$ cat config.mk
export PLATFORM = sky130hd
export DESIGN_NAME = id_ex_stage
export DESIGN_NICKNAME = d
export VERILOG_FILES = /design/src/rtl/id_ex_stage.sv
export SDC_FILE = /design/constraint.sdc
export NUM_CORES = 1
export LEC_CHECK = 0
export CAP_MARGIN = 10
export CORE_MARGIN = 3
export CORE_UTILIZATION = 44
export DETAILED_ROUTE_END_ITERATION = 7
export PLACE_DENSITY = 0.86
export SLEW_MARGIN = 25
export SYNTH_ARGS = -nofsm -noshare
export SYNTH_HDL_FRONTEND = slang
export SYNTH_SLANG_ARGS = --single-unit
export TNS_END_PERCENT = 100
$ cat constraint.sdc
create_clock -name clk -period 2.9 [get_ports clk]
set_input_delay 0.58 -clock clk [delete_from_list [all_inputs] [get_ports clk]]
set_output_delay 0.58 -clock clk [all_outputs]
set_load 0.005 [all_outputs]
$ cat src/rtl/id_ex_stage.sv
// id_ex_stage: RV32I decode plus ID/EX pipeline register with load-use stall detection.
// Optional feature: define ID_WB_BYPASS_EN to forward the WB write data into ID operands.
module id_ex_stage (
  input  logic        clk,
  input  logic        rstn,
  input  logic        if_valid,
  input  logic [31:0] if_pc,
  input  logic [31:0] if_instr,
  output logic [4:0]  rf_raddr1,
  output logic [4:0]  rf_raddr2,
  input  logic [31:0] rf_rdata1,
  input  logic [31:0] rf_rdata2,
  input  logic        wb_we,
  input  logic [4:0]  wb_rd,
  input  logic [31:0] wb_data,
  input  logic        mem_stall,
  input  logic        ex_flush,
  output logic        id_stall,
  output logic        ex_valid,
  output logic [31:0] ex_pc,
  output logic [31:0] ex_rs1_val,
  output logic [31:0] ex_rs2_val,
  output logic [31:0] ex_imm,
  output logic [4:0]  ex_rs1,
  output logic [4:0]  ex_rs2,
  output logic [4:0]  ex_rd,
  output logic [2:0]  ex_funct3,
  output logic [3:0]  ex_alu_op,
  output logic        ex_alu_src,
  output logic        ex_mem_read,
  output logic        ex_mem_write,
  output logic        ex_reg_write,
  output logic        ex_branch,
  output logic        ex_jump,
  output logic        ex_illegal
);
  logic [6:0]   opc;
  logic [4:0]   rs1, rs2, rd;
  logic [2:0]   funct3;
  logic         is_r, is_i, is_ld, is_st, is_br, is_jal, is_jalr, is_lui, is_auipc, legal;
  logic         use1, use2;
  logic [31:0]  imm, a, b;
  logic [3:0]   f3op, alu_op;
  logic [10:0]  ctrl;
  logic [157:0] d, q;
  assign opc      = if_instr[6:0];
  assign rd       = if_instr[11:7];
  assign funct3   = if_instr[14:12];
  assign rs1      = if_instr[19:15];
  assign rs2      = if_instr[24:20];
  assign rf_raddr1 = rs1;
  assign rf_raddr2 = rs2;
  assign is_r     = opc == 7'b0110011;
  assign is_i     = opc == 7'b0010011;
  assign is_ld    = opc == 7'b0000011;
  assign is_st    = opc == 7'b0100011;
  assign is_br    = opc == 7'b1100011;
  assign is_jal   = opc == 7'b1101111;
  assign is_jalr  = opc == 7'b1100111;
  assign is_lui   = opc == 7'b0110111;
  assign is_auipc = opc == 7'b0010111;
  assign legal    = is_r | is_i | is_ld | is_st | is_br | is_jal | is_jalr | is_lui | is_auipc;
  assign use1     = is_r | is_i | is_ld | is_st | is_br | is_jalr;
  assign use2     = is_r | is_st | is_br;
  assign imm = (is_i | is_ld | is_jalr) ? {{20{if_instr[31]}}, if_instr[31:20]} :
               is_st ? {{20{if_instr[31]}}, if_instr[31:25], if_instr[11:7]} :
               is_br ? {{19{if_instr[31]}}, if_instr[31], if_instr[7], if_instr[30:25], if_instr[11:8], 1'b0} :
               (is_lui | is_auipc) ? {if_instr[31:12], 12'b0} :
               is_jal ? {{11{if_instr[31]}}, if_instr[31], if_instr[19:12], if_instr[20], if_instr[30:21], 1'b0} :
               32'd0;
`ifdef ID_WB_BYPASS_EN
  assign a = (rs1 == 5'd0) ? 32'd0 : (wb_we && wb_rd == rs1) ? wb_data : rf_rdata1;
  assign b = (rs2 == 5'd0) ? 32'd0 : (wb_we && wb_rd == rs2) ? wb_data : rf_rdata2;
`else
  assign a = (rs1 == 5'd0) ? 32'd0 : rf_rdata1;
  assign b = (rs2 == 5'd0) ? 32'd0 : rf_rdata2;
`endif
  // funct3 to base ALU operation; SUB/SRA are the +1 neighbours of ADD/SRL
  always_comb begin
    f3op = 4'd0;
    case (funct3)
      3'd1: f3op = 4'd2;
      3'd2: f3op = 4'd3;
      3'd3: f3op = 4'd4;
      3'd4: f3op = 4'd5;
      3'd5: f3op = 4'd6;
      3'd6: f3op = 4'd8;
      3'd7: f3op = 4'd9;
      default: f3op = 4'd0;
    endcase
  end
  assign alu_op = is_r ? f3op + {3'b0, if_instr[30] & (funct3 == 3'd0 | funct3 == 3'd5)} :
                  is_i ? f3op + {3'b0, if_instr[30] & (funct3 == 3'd5)} :
                  is_lui ? 4'd10 : 4'd0;
  assign ctrl = {alu_op, ~(is_r | is_br), is_ld, is_st,
                 (is_r | is_i | is_ld | is_jal | is_jalr | is_lui | is_auipc) & (rd != 5'd0),
                 is_br, is_jal | is_jalr, ~legal};
  assign id_stall = if_valid & ex_valid & ex_mem_read & (ex_rd != 5'd0) &
                    ((use1 & (ex_rd == rs1)) | (use2 & (ex_rd == rs2)));
  assign d = {if_valid, if_pc, a, b, imm, rs1, rs2, rd, funct3, if_valid ? ctrl : 11'd0};
  // ID/EX register: reset, then hold on back-end stall, bubble on flush or load-use, else capture
  always_ff @(posedge clk or negedge rstn)
    if (!rstn) q <= '0;
    else if (!mem_stall) q <= (ex_flush | id_stall) ? '0 : d;
  assign {ex_valid, ex_pc, ex_rs1_val, ex_rs2_val, ex_imm, ex_rs1, ex_rs2, ex_rd, ex_funct3,
          ex_alu_op, ex_alu_src, ex_mem_read, ex_mem_write, ex_reg_write, ex_branch, ex_jump,
          ex_illegal} = q;
endmodule

# After elaboration in Yosys (flattened, before gate mapping)
# Cells that the tools add are included.
[word_totals]
regBits = 158
inputBits = 171
output_inout_bits = 169
wordCells = 73
[op_classes]
n_addsub = 2
n_eq_ne = 18
n_mux = 13
bitwise_logic = 34
n_reduce_logical = 5
[ops]
columns = ["cell", "count"]
rows = [
  ["2-to-1 mux 32 bit", 7],
  ["2-to-1 mux 158 bit", 1],
  ["case mux 4 bit (7 select lines)", 1],
  ["OR 1 bit", 23],
  ["== test 7 x 6 -> 1 bit, second input constant", 3],
  ["== test 7 bit, second input constant", 3],
  ["== test 7 x 5 -> 1 bit, second input constant", 2],
  ["== test 3 bit, second input constant", 4],
  ["2-to-1 mux 4 bit", 3],
  ["2-to-1 mux 11 bit", 1],
  ["== test 5 bit", 2],
  ["logical NOT 5 bit", 2],
  ["nonzero test 5 bit", 2],
  ["bitwise AND 1 bit", 9],
  ["adder 4 x 1 -> 4 bit", 2],
  ["== test 7 x 2 -> 1 bit, second input constant", 1],
  ["== test 3 x 2 -> 1 bit, second input constant", 2],
  ["== test 3 x 1 -> 1 bit, second input constant", 1],
  ["logical NOT 3 bit", 1],
  ["NOT 1 bit", 2],
]

# Longest topological paths before layout
# Gate-level depths: netlist of the first run.
[logic_depth]
depth_word = 12
mapped_depth = 9
depth_no_buf = 8

# Worst setup path before layout of the first run
# OpenSTA, ideal clock, no wires.
[synth_path]
path_type = "in2out"
from = "input if_instr[3]"
to = "output id_stall"
arrival_time_ps = 1798
required_time_ps = 2320
slack_ps = 522
stages = 7
path_buffers = 2
path_cell_list = "and4bb_1 nand3_1 nor3_1 o21ai_4 inv_2 buf_6 buf_2"
[synth_via]
elab_chain_cells = 9
[synth_rtl]
columns = ["item", "line", "rtl"]
rows = [
  ["start, declared", "8", "input logic [31:0] if_instr,"],
  ["== test 7 x 6 -> 1 bit / == test 7 x 5 -> 1 bit (equally long branches)", "53, 54", ""],
  ["OR 1 bit (5 in series)", "63", "assign use1 = is_r | is_i | is_ld | is_st | is_br | is_jalr;"],
  ["bitwise AND 1 bit", "99", "((use1 & (ex_rd == rs1)) | (use2 & (ex_rd == rs2)));"],
  ["OR 1 bit *", "99", ""],
  ["bitwise AND 1 bit *", "98", "assign id_stall = if_valid & ex_valid & ex_mem_read & (ex_rd != 5'd0) &"],
  ["end, declared", "18", "output logic id_stall,"],
]
# Mark *: on every way between the ends. The rest lies on a longest branch, timed or not.

# Worst setup path after layout of the first run
[layout_path]
from = "register q[16]"
to = "output id_stall"
[layout_via]
elab_chain_cells = 4
[layout_rtl]
columns = ["item", "line", "rtl"]
rows = [
  ["start, declared", "45", "logic [157:0] d, q;"],
  ["start signal, assigned", "104", "else if (!mem_stall) q <= (ex_flush | id_stall) ? '0 : d;"],
  ["== test 5 bit", "99", ""],
  ["bitwise AND 1 bit", "99", ""],
  ["OR 1 bit", "99", ""],
  ["bitwise AND 1 bit *", "98", ""],
]
# Marks and branches as above.

==> metrics.md, run 1 <==
| Metric | Value |
|---|---|
| Outcome | `complete, no violations` |
| Post-Synthesis Cells | `just under 700` |
| Worst Path Required | `2.32 ns` |
| Detailed Route Iter0 Violations | `595` |
| Worst-margin pin slew | `0.919 ns` |
| Max cap viols | `0` |
| Seq pwr share | `approximately two fifths` |
| Pint | `4.45 mW` |
| Final Slew Violations | `0` |
| Worst EP arrival | `2.14 ns` |
| IO Pins | `340` |
| Pleak | `4.53 nW` |
| Final hold vios | `0` |
| Antenna-violating nets left | `0` |
| Number of global-route vias before repair | `6902` |
| Clock slew at reported path FFs | `~0.060 ns` |
| Die Y | `132 um` |
| Postcts setup bufs | `0` |
| Combinational family with the most area after synthesis | `compound AO/OA/AOI/OAI gates` |
| Non-Filler Instances | `1197` |
| Area of the multi-input gates | `about 0.0027 mm^2` |
| Total chip power | `5.82 mW` |
| Fmax achieved | `about 370 MHz` |
| DRC | `0` |
| Crit path to | `id_stall` |
| IO buf count | `301` |
| Gpl congestion | `0.908` |
| Startpoint types | `flop` |
| VDD IR max | `0.353 mV` |
| Pre-Repair DR Iteration Count | `5` |
| Starting density of the core | `~46%` |
| Sw frac | `23.5%` |
| Max H-tree Level | `4` |
| Core region area | `around 0.015 mm^2` |
| RSZ-0062 raised after global routing | `false` |
| Final nets | `~1100` |
| Slew HR | `38.6%` |
| #FFs+latches synth | `158` |
| Syn nets | `863` |
| Most flops, register | `q` |
| Skew final | `roughly 0.0073 ns` |
| GR Util All Layers | `27.8%` |
| Sum Neg Setup Slack | `0 ns` |
| Synth Area in XOR/XNOR | `approximately 1.8%` |
| Hold Path Class | `primary input to asynchronous set/reset pin` |
| Synth area leaders | `dfrtp_1, a32o_1, nand2_1, o21ai_0, nand3_1` |
| Final period utilization | `a little over nine tenths` |
| Crit path capture type | `output pin` |
| Regs by FF count | `q (158)` |
| GRT overflow | `0` |
| Final wirelength | `around 24 mm` |
| Layout fillers | `1125` |
| Simple-gate portion of the synthesized area | `14.7%` |
| # rows | `45` |
| Power per cell area | `532 mW/mm^2` |
| First-pass GRT wire length | `between 30 and 40 mm` |
| Switching power | `roughly 1.4 mW` |
| Post-synth top area share | `56.5%` |
| Initial antenna violation count | `1` |
| Gate power share | `between 15 and 20%` |
| Bufs on Longest Clock Path | `2` |
| Netlist cell types | `41` |
| Multiplexer share of the synthesized area | `0.286%` |
| Share of layout cells above drive strength 1 | `8.83%` |
| Die ar. | `0.0175 mm^2` |
| Largest net degree at the start of global routing | `around 140` |
| Sequential Area | `0.00396 mm^2` |
| Reg2reg start | `q[16]` |
| Crit path max fanout | `5` |
| Final setup fails | `0` |
| Yosys top cell by area | `dfrtp_1` |
| Insertion delay to the later sink of the worst-skew pair | `0.42 ns` |
| Clk sinks | `158` |
| Die X | `between 100 and 150 um` |
| Post-layout min period | `approximately 2.7 ns` |
| P&R area growth vs syn | `56.3%` |
| Compound-Gate Fraction of Synth Area | `20.6%` |
| Register area share after synthesis | `a little under three fifths` |
| Vias | `between 6000 and 7000` |
| R2R depth | `9` |
| YS warnings | `0` |
| Critical path type | `flop to output pin` |
| Root Driver | `clkbuf_16` |
| Dpl cells | `about 1200` |
| Clk pwr share | `42.9%` |
| HPWL after DPL | `roughly 17 mm` |
| Syn avg cell area | `10.2 um^2` |
| TritonCTS Buffers | `17` |
| CTS tree | `done` |
| Avg Vias per Cell | `roughly 5.7` |
| Worst Setup SP | `q[16]` |
| Drt wl/cell | `roughly 20 um` |
| R2R Setup Slk | `roughly 0.54 ns` |
| Area of the mapped netlist | `roughly 0.007 mm^2` |
| FF-to-FF End | `q[9]` |
| Flip-flop count of the largest register after layout | `158` |
| Synth Area in Adders | `0.715%` |
==> worst min path at each step <==
| stage | cells after the start | slack, ns | endpoint |
|---|---|---|---|
| after floorplan | 0 | 0.28 | q[0] |
| after global placement | 2 | 0.46 | q[42] |
| after detailed placement | 2 | 0.47 | q[8] |
| after CTS | 1 | 0.09 | q[76] |
| after global routing | 1 | 0.11 | q[19] |
| final | 1 | 0.09 | q[15] |
==> synth_stat cells <==
library cell and n:
or4_1 2, o31a_1 1, buf_6 4, a32o_1 53, buf_2 5, nand2b_1 2
xnor2_1 9, and3_1 2, buf_1 1, mux2i_1 2, ha_1 4, o31ai_1 29
o21bai_1 3, and3b_1 1, or2_2 2, nor3b_1 1, o21ai_4 1, nand3_1 74
o21ai_0 79, a21o_1 2, a22oi_1 5, nor4bb_1 1, o311ai_0 1, and2_1 3
dfrtp_1 158, a21oi_1 22, nand4_1 3, xor2_1 5, o41ai_2 4, and4bb_1 1
nand2_1 115, clkbuf_1 57, inv_2 1, a211oi_1 1, a32oi_1 1, nor2_1 9
nor2b_1 2, and4b_1 2, buf_4 10, inv_1 4, nor3_1 6
==> power groups by stage <==
stage / Sequential (mW) / Clock (mW) / Combinational [mW]
2_1_floorplan: 2.47 / 0 / 0.252
3_3_place_gp: 2.45 / 0 / 0.883
3_5_place_dp: 2.46 / 0 / 0.901
4_1_cts: 2.43 / 2.53 / 0.909
5_1_grt: 2.44 / 2.63 / 0.971
6_report: 2.43 / 2.50 / 0.899
==> repair_timing <==
| item | CTS | global route |
|---|---|---|
| gates resized for setup | 4 | 0 |
| hold buffers | 0 | 0 |
| setup endpoints to repair | 1 | 0 |
==> cell usage in the layout, fill, tap and decap left out, types with 2 or more instances in the layout <==
cell type        synthesis  layout
inv_1                    4       4
nor2_1                   9       7
ha_1                     4       4
clkbuf_8                 0       2
nand3_1                 74      74
o21ai_0                 79      79
nand2_1                115     115
bufinv_16                0       5
dfrtp_1                158     157
nand2b_1                 2       2
xor2_1                   5       5
clkinv_4                 0       3
o31ai_1                 29      29
and4b_1                  2       2
clkbuf_16                0      17
or2_2                    2       2
clkdlybuf4s50_1          0     298
buf_12                   0       3
and2_1                   3       3
a21o_1                   2       2
clkinvlp_4               0       3
mux2i_1                  2       2
o41ai_2                  4       4
and3_1                   2       2
nand4_1                  3       3
a21oi_1                 22      22
or4_1                    2       2
a32o_1                  53      53
xnor2_1                  9       9
nor3_1                   6       6
buf_4                   10      40
o21bai_1                 3       3
a22oi_1                  5       5
==> cells by family after synthesis <==
logic type / after synthesis
simple gates: 226
compound gates: 202
flops: 158
buf+inv: 82
xor+xnor: 14
fa+ha+maj: 4
mux: 2
==> area by class of cell <==
cell class	count	share of cell area, %
Antenna cell	1	0.0229
Clock buffer	19	4.14
Clock inverter	12	1.92
Inverter	5	0.172
Multi-Input combinational cell	448	24.5
Sequential cell	158	36.1
Tap cell	211	2.41
Timing Repair Buffer	343	30.7
==> worst max-delay path, cell delays in order, from the launching register on <==
cell and delay, ns:
dfrtp_2 0.46, or4_1 0.53, nor2_2 0.14, nor3_1 0.06
buf_4 0.14, o21ai_4 0.06, inv_2 0.05, dlygate4sd2_1 0.29
==> stage by stage <==
| stage | instance area (um^2) | hold WS (ns) | setup slack (ns) | util (%) |
|---|---|---|---|---|
| global route | 10900 | 0.114 | 0.0744 | 71.2 |
| CTS | 10900 | 0.0879 | 0.163 | 71.2 |
| detailed placement | 10300 | 0.468 | -0.0725 | 66.8 |
| finish | 10900 | 0.0893 | 0.183 | 71.2 |
| global placement | 10300 | 0.463 | -0.0501 | 66.8 |
| floorplan | 7000 | 0.284 | 0.522 | - |
==> layer usage <==
| layer | GRT usage [%] | vias up | routed length (um) |
|---|---|---|---|
| li1 | - | 3052 | - |
| met3 | 8.55 | 42 | 2260 |
| met5 | 0 | - | 0 |
| met1 | 34.7 | 3367 | 9310 |
| met2 | 45.7 | 347 | 12100 |
| met4 | 9.92 | 0 | 600 |
(Power assumes the default switching activity.)
==> inputs of run 2 (changes only) <==
--- a/config.mk
+++ b/config.mk
@@ -5,10 +5,12 @@
 export SDC_FILE = /design/constraint.sdc
 export NUM_CORES = 1
 export LEC_CHECK = 0
+export ABC_CLOCK_PERIOD_IN_PS = 3500
 export CAP_MARGIN = 10
 export CORE_MARGIN = 3
 export CORE_UTILIZATION = 44
 export DETAILED_ROUTE_END_ITERATION = 7
+export GPL_ROUTABILITY_DRIVEN = 0
 export PLACE_DENSITY = 0.86
 export SLEW_MARGIN = 25
 export SYNTH_ARGS = -nofsm -noshare
==> constraint.sdc (replaced) <==
create_clock -name clk -period 3.5 [get_ports clk]
set_input_delay 0.7 -clock clk [delete_from_list [all_inputs] [get_ports clk]]
set_output_delay 0.7 -clock clk [all_outputs]
set_load 0.005 [all_outputs]
==> metrics.md, run 2 (synthesized netlist as in run 1, its figures left out) <==
| Metric | Value |
|---|---|
| Post-Place Worst Slack | `0.105 ns` |
| Critical path type | `primary input to output pin` |
| GRT overflow | `0` |
| Dpl cells | `roughly 1200` |
| Slowest cell on crit path | `clkdlybuf4s50_1` |
| Cell mode on critical path | `clkdlybuf4s50_1` |
| Pre-Repair DR Iteration Count | `5` |
| Most common cell after layout, fill and taps aside | `clkdlybuf4s50_1` |
| Pleak | `4.42 nW` |
| GR Util All Layers | `between 20% and 30%` |
| Layout fillers | `1139` |
| Root Driver | `clkbuf_16` |
| Clk pwr share | `40.6%` |
| Flip-flop count of the largest register after layout | `158` |
| Sum Neg Setup Slack | `0 ns` |
| Skew final | `0.00886 ns` |
| Final setup fails | `0` |
| Initial antenna violation count | `1` |
| Pint | `3.45 mW` |
| Final period utilization | `a little over nine tenths` |
| Bufs on Longest Clock Path | `2` |
| Detailed Route Iter0 Violations | `about 560` |
| VDD IR max | `approximately 0.30 mV` |
| Avg Vias per Cell | `5.55` |
| Final wirelength | `between 20 and 25 mm` |
| Number of global-route vias before repair | `6596` |
| Min Hold Slack | `approximately 0.33 ns` |
| Share of layout cells above drive strength 1 | `7.49%` |
| Worst path bufs/invs | `3` |
| IO Pins | `340` |
| Outcome | `complete, no violations` |
| Clock slew at reported path FFs | `0.06 ns` |
| Crit path max fanout | `6` |
| Drt wl/cell | `19.6 um` |
| TritonCTS Buffers | `17` |
| Clk sinks | `158` |
| Worst setup margin | `0.0884 ns` |
| Post-layout min period | `3.41 ns` |
| Vias | `6588` |
| Non-Filler Instances | `1186` |
| Startpoint types | `primary input` |
| Die ar. | `around 0.017 mm^2` |
| Worst Path Required | `2.80 ns` |
| Seq pwr share | `43.6%` |
| Final Slew Violations | `0` |
| Worst-margin pin slew | `0.978 ns` |
| Final hold vios | `0` |
| Antenna-violating nets left | `0` |
| Most flops, register | `q` |
| Gate power share | `15.8%` |
| Max H-tree Level | `4` |
| Hold Path Class | `primary input to asynchronous set/reset pin` |
| Die X | `132 um` |
| Cell Chain, Critical Path | `clkdlybuf4s50_1 > and3b_1 > nand4_1 > nor3_1 > o21ai_4 > inv_2 > clkdlybuf4s50_1` |
| P&R area growth vs syn | `53.8%` |
| Most frequent cells in the layout | `clkdlybuf4s50_1, dfrtp_1, nand2_1` |
| Worst EP arrival | `2.71 ns` |
| DRC | `0` |
| Cts hold-fix bufs | `0` |
| CP top delay family | `buffers and inverters` |
| RSZ-0062 raised after global routing | `false` |
| Regs by FF count | `q (158)` |
| Slowest stage delay, CP | `~0.53 ns` |
| Starting density of the core | `45.5%` |
| Switching power | `~1.2 mW` |
| Core region area | `0.0154 mm^2` |
| Largest net degree at the start of global routing | `124` |
| Final nets | `1136` |
| # rows | `45` |
| Crit path capture type | `output pin` |
| Post-layout util | `70.0%` |
| Sw frac | `25.0%` |
| Power per cell area | `roughly 430 mW/mm^2` |
| Insertion delay to the later sink of the worst-skew pair | `0.42 ns` |
| HPWL after DPL | `16.0 mm` |
| Max cap viols | `0` |
| Slew HR | `34.7%` |
| Fmax achieved | `approximately 290 MHz` |
| Die Y | `132 um` |
| IO buf count | `301` |
| CTS tree | `done` |
| Post-CTS sizing | `0` |
| First-pass GRT wire length | `37.1 mm` |
| Postcts setup bufs | `0` |
[run 2: per-stage QoR]
stage	power, mW	instance area, um^2
final	4.61	10800
after CTS	4.64	10800
after global placement	2.75	10200
after global routing	4.79	10800
after detailed placement	2.77	10200
after floorplan	2.25	7000
[run 2: layout make-up]
type                            count  area (um^2)  area share, %
Tap cell                          211          264           2.45
Multi-Input combinational cell    448         2670           24.8
Clock buffer                       18          439           4.08
Inverter                            5         18.8          0.174
Antenna cell                        1         2.50         0.0232
Timing Repair Buffer              331         3260           30.3
Clock inverter                     14          155           1.44
Sequential cell                   158         3950           36.7
[run 2: path summary, 6_finish.rpt]
| kind | startpoint | end | slack, ns | cells past startpoint |
|---|---|---|---|---|
| worst max register to register | q[16] | q[156] | 1.25 | 6 |
| max in group asynchronous | rstn | q[126] | 2.40 | 2 |
| worst max-delay path | if_instr[1] | id_stall | 0.09 | 7 |
| min in group clk | q[54] | q[54] | 0.48 | 2 |
| worst min register to register | q[54] | q[54] | 0.48 | 2 |
| worst min-delay path | rstn | q[25] | 0.33 | 1 |
[run 2: power by group through the flow]
stage	Sequential, mW	Clock, mW	Combinational [mW]
floorplan	2.04	0	0.209
global placement	2.03	0	0.720
detailed placement	2.04	0	0.731
CTS	2.01	1.90	0.735
global route	2.02	1.98	0.788
finish	2.01	1.87	0.728
[run 2: routing by layer]
metal | wire, um | vias up | track usage, %
met4 | 481 | 0 | 8.34
met2 | 11400 | 315 | 43.0
met1 | 9160 | 3217 | 34.8
met5 | 0 | - | 0
li1 | - | 3031 | -
met3 | 2180 | 25 | 8.32
